==> config.mk <==
export PLATFORM = sky130hd
export DESIGN_NAME = branch_update_engine_flat
export DESIGN_NICKNAME = d
export VERILOG_FILES = /design/src/rtl/branch_update_engine_pkg.sv /design/src/rtl/branch_update_engine_if.sv /design/src/rtl/branch_update_engine_fifo.sv /design/src/rtl/branch_update_engine.sv /design/src/flat_wrapper.sv
export SDC_FILE = /design/constraint.sdc
export NUM_CORES = 1
export LEC_CHECK = 0
export BUFFER_PORTS_ARGS = -buffer_cell sky130_fd_sc_hd__buf_4
export CAP_MARGIN = 40
export CORE_MARGIN = 2
export CORE_UTILIZATION = 60
export DETAILED_ROUTE_END_ITERATION = 10
export GPL_TIMING_DRIVEN = 0
export PLACE_DENSITY = 0.9
export SLEW_MARGIN = 20
export SYNTH_ARGS = -nofsm -noshare
export SYNTH_HDL_FRONTEND = slang
export SYNTH_SLANG_ARGS = --single-unit
==> constraint.sdc <==
create_clock -name i_clk -period 8.6 [get_ports i_clk]
set_input_delay 0.86 -clock i_clk [delete_from_list [all_inputs] [get_ports i_clk]]
set_output_delay 0.86 -clock i_clk [all_outputs]
set_load 0.005 [all_outputs]
==> src/rtl/branch_update_engine_pkg.sv <==
// Shared types, constants and index helpers for the branch update engine.
package branch_update_engine_pkg;

    localparam int unsigned ADDR_W   = 32;
    localparam int unsigned IDX_W    = 4;
    localparam int unsigned HIST_W   = 4;
    localparam int unsigned CTR_W    = 2;
    localparam int unsigned HIST_OFS = 0;
    localparam int unsigned NUM_CTR  = 1 << HIST_W;
    localparam int unsigned ENTRY_W  = CTR_W * NUM_CTR;

    localparam logic [CTR_W-1:0]   PHT_INIT_CTR   = CTR_W'(1 << (CTR_W - 1));
    localparam logic [CTR_W-1:0]   CTR_MAX        = '1;
    localparam logic [ENTRY_W-1:0] PHT_INIT_ENTRY = {NUM_CTR{PHT_INIT_CTR}};

    typedef struct packed {
        logic [IDX_W-1:0]   pidx;
        logic [IDX_W-1:0]   hidx;
        logic               taken;
        logic [HIST_W-1:0]  hist;
        logic [ENTRY_W-1:0] entry;
    } BrUpdateEntry;

    typedef enum logic [0:0] {BUE_SWEEP, BUE_RUN} BrUpdState;

    function automatic logic [IDX_W-1:0] BrUpdPhtIndex(input logic [ADDR_W-1:0] addr);
        return addr[IDX_W+1:2];
    endfunction

    function automatic logic [IDX_W-1:0] BrUpdHistIndex(input logic [ADDR_W-1:0] addr);
        return addr[IDX_W+1+HIST_OFS:2+HIST_OFS];
    endfunction

endpackage

==> src/rtl/branch_update_engine_if.sv <==
// Result-lane inputs and table-write / status outputs of the branch update engine.
interface branch_update_engine_if #(
    parameter int unsigned IN_WIDTH = 2,
    parameter int unsigned DEPTH    = 8
);
    import branch_update_engine_pkg::*;

    logic [IN_WIDTH-1:0]              in_valid;
    logic [IN_WIDTH-1:0]              in_cond;
    logic [IN_WIDTH-1:0]              in_taken;
    logic [IN_WIDTH-1:0]              in_mispred;
    logic [IN_WIDTH-1:0][ADDR_W-1:0]  in_addr;
    logic [IN_WIDTH-1:0][ENTRY_W-1:0] in_entry;
    logic [IN_WIDTH-1:0][HIST_W-1:0]  in_hist;
    logic                             in_ready;
    logic                             pht_we;
    logic [IDX_W-1:0]                 pht_wa;
    logic [ENTRY_W-1:0]               pht_wv;
    logic                             hist_we;
    logic [IDX_W-1:0]                 hist_wa;
    logic [HIST_W-1:0]                hist_wv;
    logic [$clog2(DEPTH+1)-1:0]       q_count;
    logic [7:0]                       drop_cnt;

    modport master (
        output in_valid, in_cond, in_taken, in_mispred, in_addr, in_entry, in_hist,
        input  in_ready, pht_we, pht_wa, pht_wv, hist_we, hist_wa, hist_wv, q_count, drop_cnt
    );

    modport slave (
        input  in_valid, in_cond, in_taken, in_mispred, in_addr, in_entry, in_hist,
        output in_ready, pht_we, pht_wa, pht_wv, hist_we, hist_wa, hist_wv, q_count, drop_cnt
    );
endinterface

==> src/rtl/branch_update_engine_fifo.sv <==
// IN_WIDTH-push / 1-pop circular update queue; pushed lanes are packed in lane order.
module branch_update_engine_fifo
    import branch_update_engine_pkg::*;
#(
    parameter int unsigned IN_WIDTH = 2,
    parameter int unsigned DEPTH    = 8
) (
    input  logic                             i_clk,
    input  logic                             i_rst,
    input  logic [IN_WIDTH-1:0]              i_push,
    input  BrUpdateEntry [IN_WIDTH-1:0]      i_data,
    input  logic                             i_pop,
    output BrUpdateEntry                     o_head,
    output logic                             o_empty,
    output logic [$clog2(DEPTH+1)-1:0]       o_count
);
    localparam int unsigned PTR_W = $clog2(DEPTH);
    localparam int unsigned CNT_W = $clog2(DEPTH + 1);

    BrUpdateEntry     r_mem [DEPTH];
    logic [PTR_W-1:0] r_head;
    logic [PTR_W-1:0] r_tail;
    logic [CNT_W-1:0] r_count;
    logic [PTR_W-1:0] w_wr_ptr [IN_WIDTH];
    logic [CNT_W-1:0] w_push_n;
    logic             w_pop;

    // Each pushing lane lands after all lower-numbered pushing lanes.
    always_comb begin
        w_push_n = '0;
        for (int i = 0; i < IN_WIDTH; i++) begin
            w_wr_ptr[i] = r_tail + PTR_W'(w_push_n);
            w_push_n    = w_push_n + CNT_W'(i_push[i]);
        end
    end

    assign w_pop   = i_pop && (r_count != '0);
    assign o_head  = r_mem[r_head];
    assign o_empty = (r_count == '0);
    assign o_count = r_count;

    always_ff @(posedge i_clk) begin
        for (int i = 0; i < IN_WIDTH; i++) begin
            if (i_push[i]) r_mem[w_wr_ptr[i]] <= i_data[i];
        end
    end

    always_ff @(posedge i_clk) begin
        if (!i_rst) begin
            r_head  <= '0;
            r_tail  <= '0;
            r_count <= '0;
        end else begin
            if (w_pop) r_head <= r_head + PTR_W'(1);
            r_tail  <= r_tail + PTR_W'(w_push_n);
            r_count <= r_count + w_push_n - CNT_W'(w_pop);
        end
    end
endmodule

==> src/rtl/branch_update_engine.sv <==
// Write side of the SAp predictor: queues resolved branches, applies saturating PHT updates,
// drives history recovery on mispredict and sweeps both tables after reset.
module branch_update_engine
    import branch_update_engine_pkg::*;
#(
    parameter int unsigned IN_WIDTH = 2,
    parameter int unsigned DEPTH    = 8
) (
    input  logic                  i_clk,
    input  logic                  i_rst,
    branch_update_engine_if.slave io_bus
);
    localparam int unsigned CNT_W = $clog2(DEPTH + 1);

    BrUpdState          r_state, w_state_d;
    logic [IDX_W-1:0]   r_sweep_idx, w_sweep_idx_d;
    logic               r_in_ready, w_in_ready_d;
    logic               r_pht_we, w_pht_we_d;
    logic [IDX_W-1:0]   r_pht_wa, w_pht_wa_d;
    logic [ENTRY_W-1:0] r_pht_wv, w_pht_wv_d;
    logic               r_hist_we, w_hist_we_d;
    logic [IDX_W-1:0]   r_hist_wa, w_hist_wa_d;
    logic [HIST_W-1:0]  r_hist_wv, w_hist_wv_d;
    logic               r_fwd_valid, w_fwd_valid_d;
    logic [IDX_W-1:0]   r_fwd_idx, w_fwd_idx_d;
    logic [ENTRY_W-1:0] r_fwd_entry, w_fwd_entry_d;
    logic [7:0]         r_drop_cnt, w_drop_cnt_d;

    logic [IN_WIDTH-1:0]         w_qual;
    logic [IN_WIDTH-1:0]         w_push;
    BrUpdateEntry [IN_WIDTH-1:0] w_lane;
    BrUpdateEntry                w_head;
    logic                        w_empty;
    logic                        w_pop;
    logic [CNT_W-1:0]            w_count;
    int                          w_push_n;
    int                          w_qual_n;
    int                          w_count_d;
    logic                        w_rec_valid;
    logic [IDX_W-1:0]            w_rec_idx;
    logic [HIST_W-1:0]           w_rec_hist;
    logic [ENTRY_W-1:0]          w_base;
    logic [ENTRY_W-1:0]          w_new_entry;
    logic [CTR_W-1:0]            w_ctr;
    logic [CTR_W-1:0]            w_ctr_new;
    logic [IDX_W-1:0]            w_unused_hidx;

    always_comb begin
        w_qual   = io_bus.in_valid & io_bus.in_cond;
        w_push   = r_in_ready ? w_qual : '0;
        w_qual_n = 0;
        w_push_n = 0;
        for (int i = 0; i < IN_WIDTH; i++) begin
            w_lane[i].pidx  = BrUpdPhtIndex(io_bus.in_addr[i]);
            w_lane[i].hidx  = BrUpdHistIndex(io_bus.in_addr[i]);
            w_lane[i].taken = io_bus.in_taken[i];
            w_lane[i].hist  = io_bus.in_hist[i];
            w_lane[i].entry = io_bus.in_entry[i];
            w_qual_n        = w_qual_n + int'(w_qual[i]);
            w_push_n        = w_push_n + int'(w_push[i]);
        end
    end

    // Scan from the youngest lane down so the oldest mispredict wins.
    always_comb begin
        w_rec_valid = 1'b0;
        w_rec_idx   = '0;
        w_rec_hist  = '0;
        for (int i = IN_WIDTH - 1; i >= 0; i--) begin
            if (w_qual[i] && io_bus.in_mispred[i]) begin
                w_rec_valid = 1'b1;
                w_rec_idx   = w_lane[i].hidx;
                w_rec_hist  = {io_bus.in_hist[i][HIST_W-1:1], io_bus.in_taken[i]};
            end
        end
    end

    branch_update_engine_fifo #(
        .IN_WIDTH(IN_WIDTH),
        .DEPTH   (DEPTH)
    ) u_fifo (
        .i_clk  (i_clk),
        .i_rst  (i_rst),
        .i_push (w_push),
        .i_data (w_lane),
        .i_pop  (w_pop),
        .o_head (w_head),
        .o_empty(w_empty),
        .o_count(w_count)
    );

    assign w_unused_hidx = w_head.hidx;
    assign w_pop         = (r_state == BUE_RUN) && !w_empty;
    assign w_count_d     = int'(w_count) + w_push_n - int'(w_pop);
    assign w_in_ready_d  = (r_state == BUE_RUN) && (int'(DEPTH) - w_count_d >= int'(IN_WIDTH));

    // Back-to-back updates to the same entry must see the previous result, not the snapshot.
    always_comb begin
        w_base      = (r_fwd_valid && (r_fwd_idx == w_head.pidx)) ? r_fwd_entry : w_head.entry;
        w_ctr       = w_base[w_head.hist*CTR_W +: CTR_W];
        if (w_head.taken) w_ctr_new = (w_ctr == CTR_MAX) ? CTR_MAX : w_ctr + CTR_W'(1);
        else              w_ctr_new = (w_ctr == '0) ? w_ctr : w_ctr - CTR_W'(1);
        w_new_entry = w_base;
        w_new_entry[w_head.hist*CTR_W +: CTR_W] = w_ctr_new;
    end

    always_comb begin
        if (r_in_ready)                            w_drop_cnt_d = r_drop_cnt;
        else if (int'(r_drop_cnt) + w_qual_n > 255) w_drop_cnt_d = 8'hFF;
        else                                       w_drop_cnt_d = r_drop_cnt + 8'(w_qual_n);
    end

    always_comb begin
        w_state_d     = r_state;
        w_sweep_idx_d = r_sweep_idx;
        w_pht_we_d    = 1'b0;
        w_pht_wa_d    = r_pht_wa;
        w_pht_wv_d    = r_pht_wv;
        w_hist_we_d   = 1'b0;
        w_hist_wa_d   = r_hist_wa;
        w_hist_wv_d   = r_hist_wv;
        w_fwd_valid_d = r_fwd_valid;
        w_fwd_idx_d   = r_fwd_idx;
        w_fwd_entry_d = r_fwd_entry;
        case (r_state)
            BUE_SWEEP: begin
                w_pht_we_d    = 1'b1;
                w_pht_wa_d    = r_sweep_idx;
                w_pht_wv_d    = PHT_INIT_ENTRY;
                w_hist_we_d   = 1'b1;
                w_hist_wa_d   = r_sweep_idx;
                w_hist_wv_d   = '0;
                w_fwd_valid_d = 1'b0;
                w_sweep_idx_d = r_sweep_idx + IDX_W'(1);
                if (r_sweep_idx == '1) w_state_d = BUE_RUN;
            end
            BUE_RUN: begin
                if (w_pop) begin
                    w_pht_we_d    = 1'b1;
                    w_pht_wa_d    = w_head.pidx;
                    w_pht_wv_d    = w_new_entry;
                    w_fwd_valid_d = 1'b1;
                    w_fwd_idx_d   = w_head.pidx;
                    w_fwd_entry_d = w_new_entry;
                end else begin
                    w_fwd_valid_d = 1'b0;
                end
                if (w_rec_valid) begin
                    w_hist_we_d = 1'b1;
                    w_hist_wa_d = w_rec_idx;
                    w_hist_wv_d = w_rec_hist;
                end
            end
            default: w_state_d = BUE_SWEEP;
        endcase
    end

    always_ff @(posedge i_clk) begin
        if (!i_rst) begin
            r_state     <= BUE_SWEEP;
            r_sweep_idx <= '0;
            r_in_ready  <= 1'b0;
            r_pht_we    <= 1'b0;
            r_pht_wa    <= '0;
            r_pht_wv    <= '0;
            r_hist_we   <= 1'b0;
            r_hist_wa   <= '0;
            r_hist_wv   <= '0;
            r_fwd_valid <= 1'b0;
            r_fwd_idx   <= '0;
            r_fwd_entry <= '0;
            r_drop_cnt  <= '0;
        end else begin
            r_state     <= w_state_d;
            r_sweep_idx <= w_sweep_idx_d;
            r_in_ready  <= w_in_ready_d;
            r_pht_we    <= w_pht_we_d;
            r_pht_wa    <= w_pht_wa_d;
            r_pht_wv    <= w_pht_wv_d;
            r_hist_we   <= w_hist_we_d;
            r_hist_wa   <= w_hist_wa_d;
            r_hist_wv   <= w_hist_wv_d;
            r_fwd_valid <= w_fwd_valid_d;
            r_fwd_idx   <= w_fwd_idx_d;
            r_fwd_entry <= w_fwd_entry_d;
            r_drop_cnt  <= w_drop_cnt_d;
        end
    end

    assign io_bus.in_ready = r_in_ready;
    assign io_bus.pht_we   = r_pht_we;
    assign io_bus.pht_wa   = r_pht_wa;
    assign io_bus.pht_wv   = r_pht_wv;
    assign io_bus.hist_we  = r_hist_we;
    assign io_bus.hist_wa  = r_hist_wa;
    assign io_bus.hist_wv  = r_hist_wv;
    assign io_bus.q_count  = w_count;
    assign io_bus.drop_cnt = r_drop_cnt;
endmodule

==> src/flat_wrapper.sv <==
// flat-port wrapper written by rule: the top's interface ports become plain ports
module branch_update_engine_flat import branch_update_engine_pkg::*;
#(
    parameter int unsigned IN_WIDTH = 2,
    parameter int unsigned DEPTH    = 8
)
  (i_clk, i_rst, io_bus_in_valid, io_bus_in_cond, io_bus_in_taken, io_bus_in_mispred, io_bus_in_addr, io_bus_in_entry, io_bus_in_hist, io_bus_in_ready, io_bus_pht_we, io_bus_pht_wa, io_bus_pht_wv, io_bus_hist_we, io_bus_hist_wa, io_bus_hist_wv, io_bus_q_count, io_bus_drop_cnt);
  branch_update_engine_if #(.IN_WIDTH(IN_WIDTH), .DEPTH(DEPTH)) io_bus_i ();
  input  logic i_clk;
  input  logic i_rst;
  input wire logic [$bits(io_bus_i.in_valid)-1:0] io_bus_in_valid;
  input wire logic [$bits(io_bus_i.in_cond)-1:0] io_bus_in_cond;
  input wire logic [$bits(io_bus_i.in_taken)-1:0] io_bus_in_taken;
  input wire logic [$bits(io_bus_i.in_mispred)-1:0] io_bus_in_mispred;
  input wire logic [$bits(io_bus_i.in_addr)-1:0] io_bus_in_addr;
  input wire logic [$bits(io_bus_i.in_entry)-1:0] io_bus_in_entry;
  input wire logic [$bits(io_bus_i.in_hist)-1:0] io_bus_in_hist;
  output wire logic [$bits(io_bus_i.in_ready)-1:0] io_bus_in_ready;
  output wire logic [$bits(io_bus_i.pht_we)-1:0] io_bus_pht_we;
  output wire logic [$bits(io_bus_i.pht_wa)-1:0] io_bus_pht_wa;
  output wire logic [$bits(io_bus_i.pht_wv)-1:0] io_bus_pht_wv;
  output wire logic [$bits(io_bus_i.hist_we)-1:0] io_bus_hist_we;
  output wire logic [$bits(io_bus_i.hist_wa)-1:0] io_bus_hist_wa;
  output wire logic [$bits(io_bus_i.hist_wv)-1:0] io_bus_hist_wv;
  output wire logic [$bits(io_bus_i.q_count)-1:0] io_bus_q_count;
  output wire logic [$bits(io_bus_i.drop_cnt)-1:0] io_bus_drop_cnt;
  assign io_bus_i.in_valid = io_bus_in_valid;
  assign io_bus_i.in_cond = io_bus_in_cond;
  assign io_bus_i.in_taken = io_bus_in_taken;
  assign io_bus_i.in_mispred = io_bus_in_mispred;
  assign io_bus_i.in_addr = io_bus_in_addr;
  assign io_bus_i.in_entry = io_bus_in_entry;
  assign io_bus_i.in_hist = io_bus_in_hist;
  assign io_bus_in_ready = io_bus_i.in_ready;
  assign io_bus_pht_we = io_bus_i.pht_we;
  assign io_bus_pht_wa = io_bus_i.pht_wa;
  assign io_bus_pht_wv = io_bus_i.pht_wv;
  assign io_bus_hist_we = io_bus_i.hist_we;
  assign io_bus_hist_wa = io_bus_i.hist_wa;
  assign io_bus_hist_wv = io_bus_i.hist_wv;
  assign io_bus_q_count = io_bus_i.q_count;
  assign io_bus_drop_cnt = io_bus_i.drop_cnt;
  branch_update_engine #(.IN_WIDTH(IN_WIDTH), .DEPTH(DEPTH)) u_core (.i_clk(i_clk), .i_rst(i_rst), .io_bus(io_bus_i));
endmodule
* After elaboration in Yosys (flattened, before gate mapping)
Memories as Yosys holds them, arrays and structs flattened. A register that Yosys moved wholly into a read port is not among the register bits.
Index checks and enable logic that the tools add are counted.
** Word-level totals
- Bits in registers :: 107
- Input port bits :: 146
- Memories kept :: 1
- Bits in writable memories :: 360
** Operators by class
- Reductions and logical operators :: 11
- Bitwise logic cells :: 2
- Multiplexer cells :: 34
- Eq/ne operators :: 5
- Shifts and indexed selects :: 3
- Magnitude comparators :: 2
- $add $sub $neg :: 17
** Memories
- u_core.u_fifo.r_mem :: words 8, width 45, read ports 1, clocked after memory_dff 1, wr ports 2, line branch_update_engine_fifo.sv:20 : BrUpdateEntry r_mem [DEPTH];
** Operators with widths (number)
- 32-bit 2-to-1 mux :: 2
- 32-bit one-hot mux with 2 select lines :: 1
- 5-bit negator with 34-bit output :: 1
- 2-bit by 34-bit variable shift with 32-bit output, first input constant :: 1
- 2-bit by 34-bit variable part select with 32-bit output :: 1
- 5-bit by 32-bit adder with 32-bit output :: 1
- 9-bit by 32-bit adder with 32-bit output :: 1
- 32-bit bitwise mux :: 1
- 32-bit by 3-bit >= comparator with 1-bit output, second input constant :: 1
- 32-bit by 9-bit greater-than comparator with 1-bit output, second input constant :: 1
- 32-bit by 6-bit variable part select with 2-bit output :: 1
- 32-bit by 2-bit subtractor with 32-bit output :: 1
- 5-bit by 32-bit subtractor with 32-bit output, first input constant :: 1
- 4-bit 2-to-1 mux :: 7
- 4-bit one-hot mux with 2 select lines :: 3
- 1-bit 2-to-1 mux :: 10
- 8-bit adder :: 1
- 2-bit 2-to-1 mux :: 4
- 8-bit 2-to-1 mux :: 1
- 1-bit by 1-bit adder with 2-bit output :: 3
- 1-bit logical AND :: 6
- 3-bit 2-to-1 mux :: 2
- 1-bit one-hot mux with 2 select lines :: 3
- 4-bit by 1-bit adder with 4-bit output, second input constant :: 1
- other kinds (18) :: 19

* Logic depth before layout (Yosys ltp)
- Word-level depth :: 11
- Depth in mapped cells :: 16

* By module
A second synthesis with hierarchy kept.
** Unflattened totals
- Cells, all modules :: 1692
- Area, all modules :: 24048.1 µm²
** By module, submodules not included
- branch_update_engine_fifo :: instances 1, area an instance 18539.0 µm², cells an instance 1003
- branch_update_engine :: instances 1, area an instance 5509.0 µm², cells an instance 689

* Worst setup path before layout
No wires, ideal clock.
- Kind :: in2reg
- From :: in io_bus_in_valid[0]
- To :: mem u_core.u_fifo.r_mem[0][0] (netlist bit), enable pin
- Data required time :: 8.099 ns
- Path buffers :: 2
- Path slack :: 3.379 ns
- Arrival :: 4.720 ns
- Cell stages on the path :: 6
- Library setup time :: 0.501 ns
- Path through :: and2_1 clkbuf_1 nand2_1 or2_2 clkbuf_1 o31ai_1
** RTL lines
- start: declaration :: line flat_wrapper.sv:11 : input wire logic [$bits(io_bus_i.in_valid)-1:0] io_bus_in_valid;
- end: declaration :: line branch_update_engine_fifo.sv:20

==> impl_metrics.py <==
metrics = {
    "status": {
        "status": "complete, no violations",
    },
    "global_routing": {
        "grt_pass1_wl_mm": 99.91,
        "antenna_found_initial": 5,
        "grt_usage_pct": 34.70,
        "grt_pass1_vias": 16098,
        "use_met1_pct": 44.26,
        "grt_use_met3_pct": 8.520,
        "grt_max_degree": 21,
        "overflow": 0,
        "grt-busiest-layer": "met2",
        "use_met2_pct": 55.70,
    },
    "cells_and_area": {
        "syn2layout_area_growth_pct": 16.88,
        "drive_gt1_share_pct": 38.91,
        "layout_common_cells": "mux2_2, edfxtp_1, buf_4",
        "nFillCells": 2302,
        "layout_commonest_cell": "mux2_2",
        "fin_nets": 2020,
        "finish.utilization_pct": 71.26,
    },
    "die": {
        "io_pins": 205,
        "initial_core_util_pct": 60.96,
        "num_rows": 70,
        "die-area_sq_mm": 0.03885,
        "die_y_um": 197.1,
        "chipWidth_um": 197.1,
        "core_sq_mm": 0.03670,
    },
    "clocking": {
        "cts_sinks": 438,
        "clkSlewWorstSetupHoldPaths_ps": 70,
        "cts_setup_buffers": 0,
        "cts_root_buffer": "clkbuf_16",
        "cts_buffers": 46,
        "cts_hold_buf": 0,
        "cts_resized": 0,
        "cts.htree.levels": 2,
        "tritoncts": "done",
        "clock_path_buffers": 3,
        "clk_latency_ps": 570,
    },
    "worst_setup_path": {
        "path_delay_family": "buffers and inverters",
        "crit_path_start_kind": "flop",
        "cp_num_buf_inv": 5,
        "path_cells": "buf_6, buf_2, buf_2, buf_2, buf_2, mux4_2, mux2i_1, a21oi_1, a221oi_1, a32oi_1, maj3_2, a311oi_1, nor2_1",
        "arrival_ps": 5550,
        "path_class": "reg -> reg",
        "r2r_cells": 13,
        "end_kind": "flop",
        "cp_data_required_time_ps": 9030,
        "slowest_stage": "a311oi_1",
        "cp_slowest_stage_delay_ps": 530,
        "cp_common_cell": "buf_2",
        "path_max_fanout": 10,
        "crit_cells": 13,
    },
    "detailed_routing": {
        "first_pass_iters": 8,
        "ant_nets": 0,
        "vias_per_cell": 6.753,
        "routedWlPerCell_um": 28.54,
        "drt_iter0_drc": 1902,
        "remaining_drc_errors": 0,
        "vias": 15896,
        "wl_mm": 67.18,
    },
    "timing": {
        "max_freq_mhz": 195.2,
        "max_slew_margin_pct": 35.54,
        "tightest_slew_ps": 966.9,
        "finalHoldViolCount": 0,
        "setup_viol": 0,
        "fin_crit_sh_pct": 59.57,
        "drv_slew": 0,
        "fin_crit_ps": 5123,
        "rsz0062_at_grt": "false",
        "tns_ps": 0,
        "fin_worst_skew_ps": 16.08,
    },
    "placement": {
        "portBuffers": 148,
        "hpwl_mm": 45.48,
        "gp_congestion": 0.9752,
    },
    "hold_path": {
        "holdCritPathClass": "reg -> reg",
        "worst_hold_path.num_cells": 2,
    },
    "synthesis": {
        "syn_nets": 1798,
        "synth_top_cell_area_share_pct": 44.02,
        "synth-edff-count": 328,
        "syn-instance-count": 1625,
        "ys_seq_area_share_pct": 53.87,
        "synth_area_sq_mm": 0.02237,
        "synthTopCellsByArea": "edfxtp_1, mux2_2, dfxtp_1",
        "yosysWarnings": 0,
        "syn_avg_cell_area_sq_um": 13.77,
        "synth_cell_type_count": 76,
        "synth_top_area_cell": "edfxtp_1",
        "async_reset_ff_share_pct": 0,
        "ys_ff_latch": 438,
        "synthFlopType": "edfxtp_1",
    },
    "job": {
        "cap_violations": 0,
    },
    "pwr": {
        "pwr_density_cell_mw_per_mm2": 171.3,
        "irDropWorstVdd_v": 0.0001829,
        "power_leakage_nw": 9.170,
    },
}
sequential cells by signal (all words and copies together) (netlist names), named ones only:
name / cells
u_core.u_fifo.r_mem: 328
u_core.r_fwd_idx: 4
u_core.io_bus.pht_wa: 4
u_core.u_fifo.r_head: 3
u_core.u_fifo.o_count: 4
u_core.u_fifo.r_tail: 3
u_core.io_bus.pht_we: 1
u_core.r_sweep_idx: 4
u_core.r_state: 1
u_core.io_bus.hist_we: 1
u_core.io_bus.hist_wv: 4
u_core.io_bus.in_ready: 1
u_core.io_bus.drop_cnt: 8
u_core.r_fwd_entry: 32
u_core.io_bus.hist_wa: 4
u_core.io_bus.pht_wv: 32
u_core.r_fwd_valid: 1
stage by stage:
stage	hold WS (ps)	total power [mW]	area, sq um	instances	setup WS, ps
3_5_place_dp	448.2	2.519	24610	2264	3454
3_3_place_gp	435.3	2.506	24070	2241	-285.9
6_report	452.2	4.479	26150	2354	3477
2_1_floorplan	433.3	2.419	22370	1625	3379
4_1_cts	457.8	4.477	26110	2349	3672
5_1_grt	487.9	4.575	26150	2354	3376
worst paths after layout:
path	start	endpoint	slack [ps]
worst max-delay path	flop	u_core.r_fwd_entry[15]	3480
worst max register to register	flop	u_core.r_fwd_entry[15]	3480
worst min-delay path	u_core.io_bus.pht_wv[24]	u_core.io_bus.pht_wv[24]	450
worst min register to register	u_core.io_bus.pht_wv[24]	u_core.io_bus.pht_wv[24]	450
where the power goes:
group / internal [mW] / switching, mW / total (mW)
logic: 0.104 / 0.0957 / 0.199
clock network: 1.15 / 0.848 / 2.00
registers: 2.28 / 0.00662 / 2.28
worst register-to-register path, stage by stage (launching register included):
cell      delay [ps]
dfxtp_1          370
buf_6            190
buf_2            350
buf_2            370
buf_2            440
buf_2            430
mux4_2           360
mux2i_1          480
a21oi_1          270
a221oi_1         430
a32oi_1          220
maj3_2           460
a311oi_1         530
nor2_1           100
cell usage after synthesis (4+ instances only):
cell	number
buf_6	9
fa_1	5
nor3_1	13
nor2_1	128
and2_1	19
nand3_1	17
a21oi_2	5
a21oi_1	62
mux2_2	350
o21ai_0	46
o221ai_1	4
ha_1	22
o31ai_1	6
xnor2_1	9
or3_1	4
a31oi_1	9
nand2_1	84
a22oi_1	4
mux4_2	80
dfxtp_1	110
o21ai_1	12
clkbuf_1	52
o21bai_1	5
buf_1	24
o211ai_1	6
a211oi_1	18
edfxtp_1	328
or2_2	4
mux2i_1	53
buf_4	6
nor2b_1	9
and3_1	12
xor2_1	9
nand4_1	4
inv_1	22
buf_2	11
final cells by class:
class	count	area [sq um]	area share (%)
Sequential cell	438	12050	46.09
Multi-Input combinational cell	1060	9819	37.55
Timing Repair Buffer	174	1595	6.100
Clock buffer	60	1249	4.775
Tap cell	468	585.6	2.239
Buffer	103	506.7	1.938
Clock inverter	25	247.7	0.9474
Inverter	24	90.09	0.3445
Antenna cell	2	5.005	0.01914
cells by family (layout without fill, tap and decap cells):
group                      count (synthesis)  in the layout  share of synthesized area [%]
AOI/OAI and AO/OA                        211            211                          6.034
other                                      0              2                              0
adders and majority gates                 29             29                          1.778
muxes                                    490            490                          28.56
DFF                                      438            438                          53.87
and+or+nand+nor                          311            311                          6.319
xor gates and xnor gates                  19             19                         0.7774
buffers and inverters                    127            386                          2.668
metal layers:
metal,up-vias,part of all wire (%)
met1,7798,36
met3,279,11
met5,-,0.051
met2,1126,47
li1,6689,-
met4,4,5.2
No activity file was read; power rests on OpenSTA's default activity.
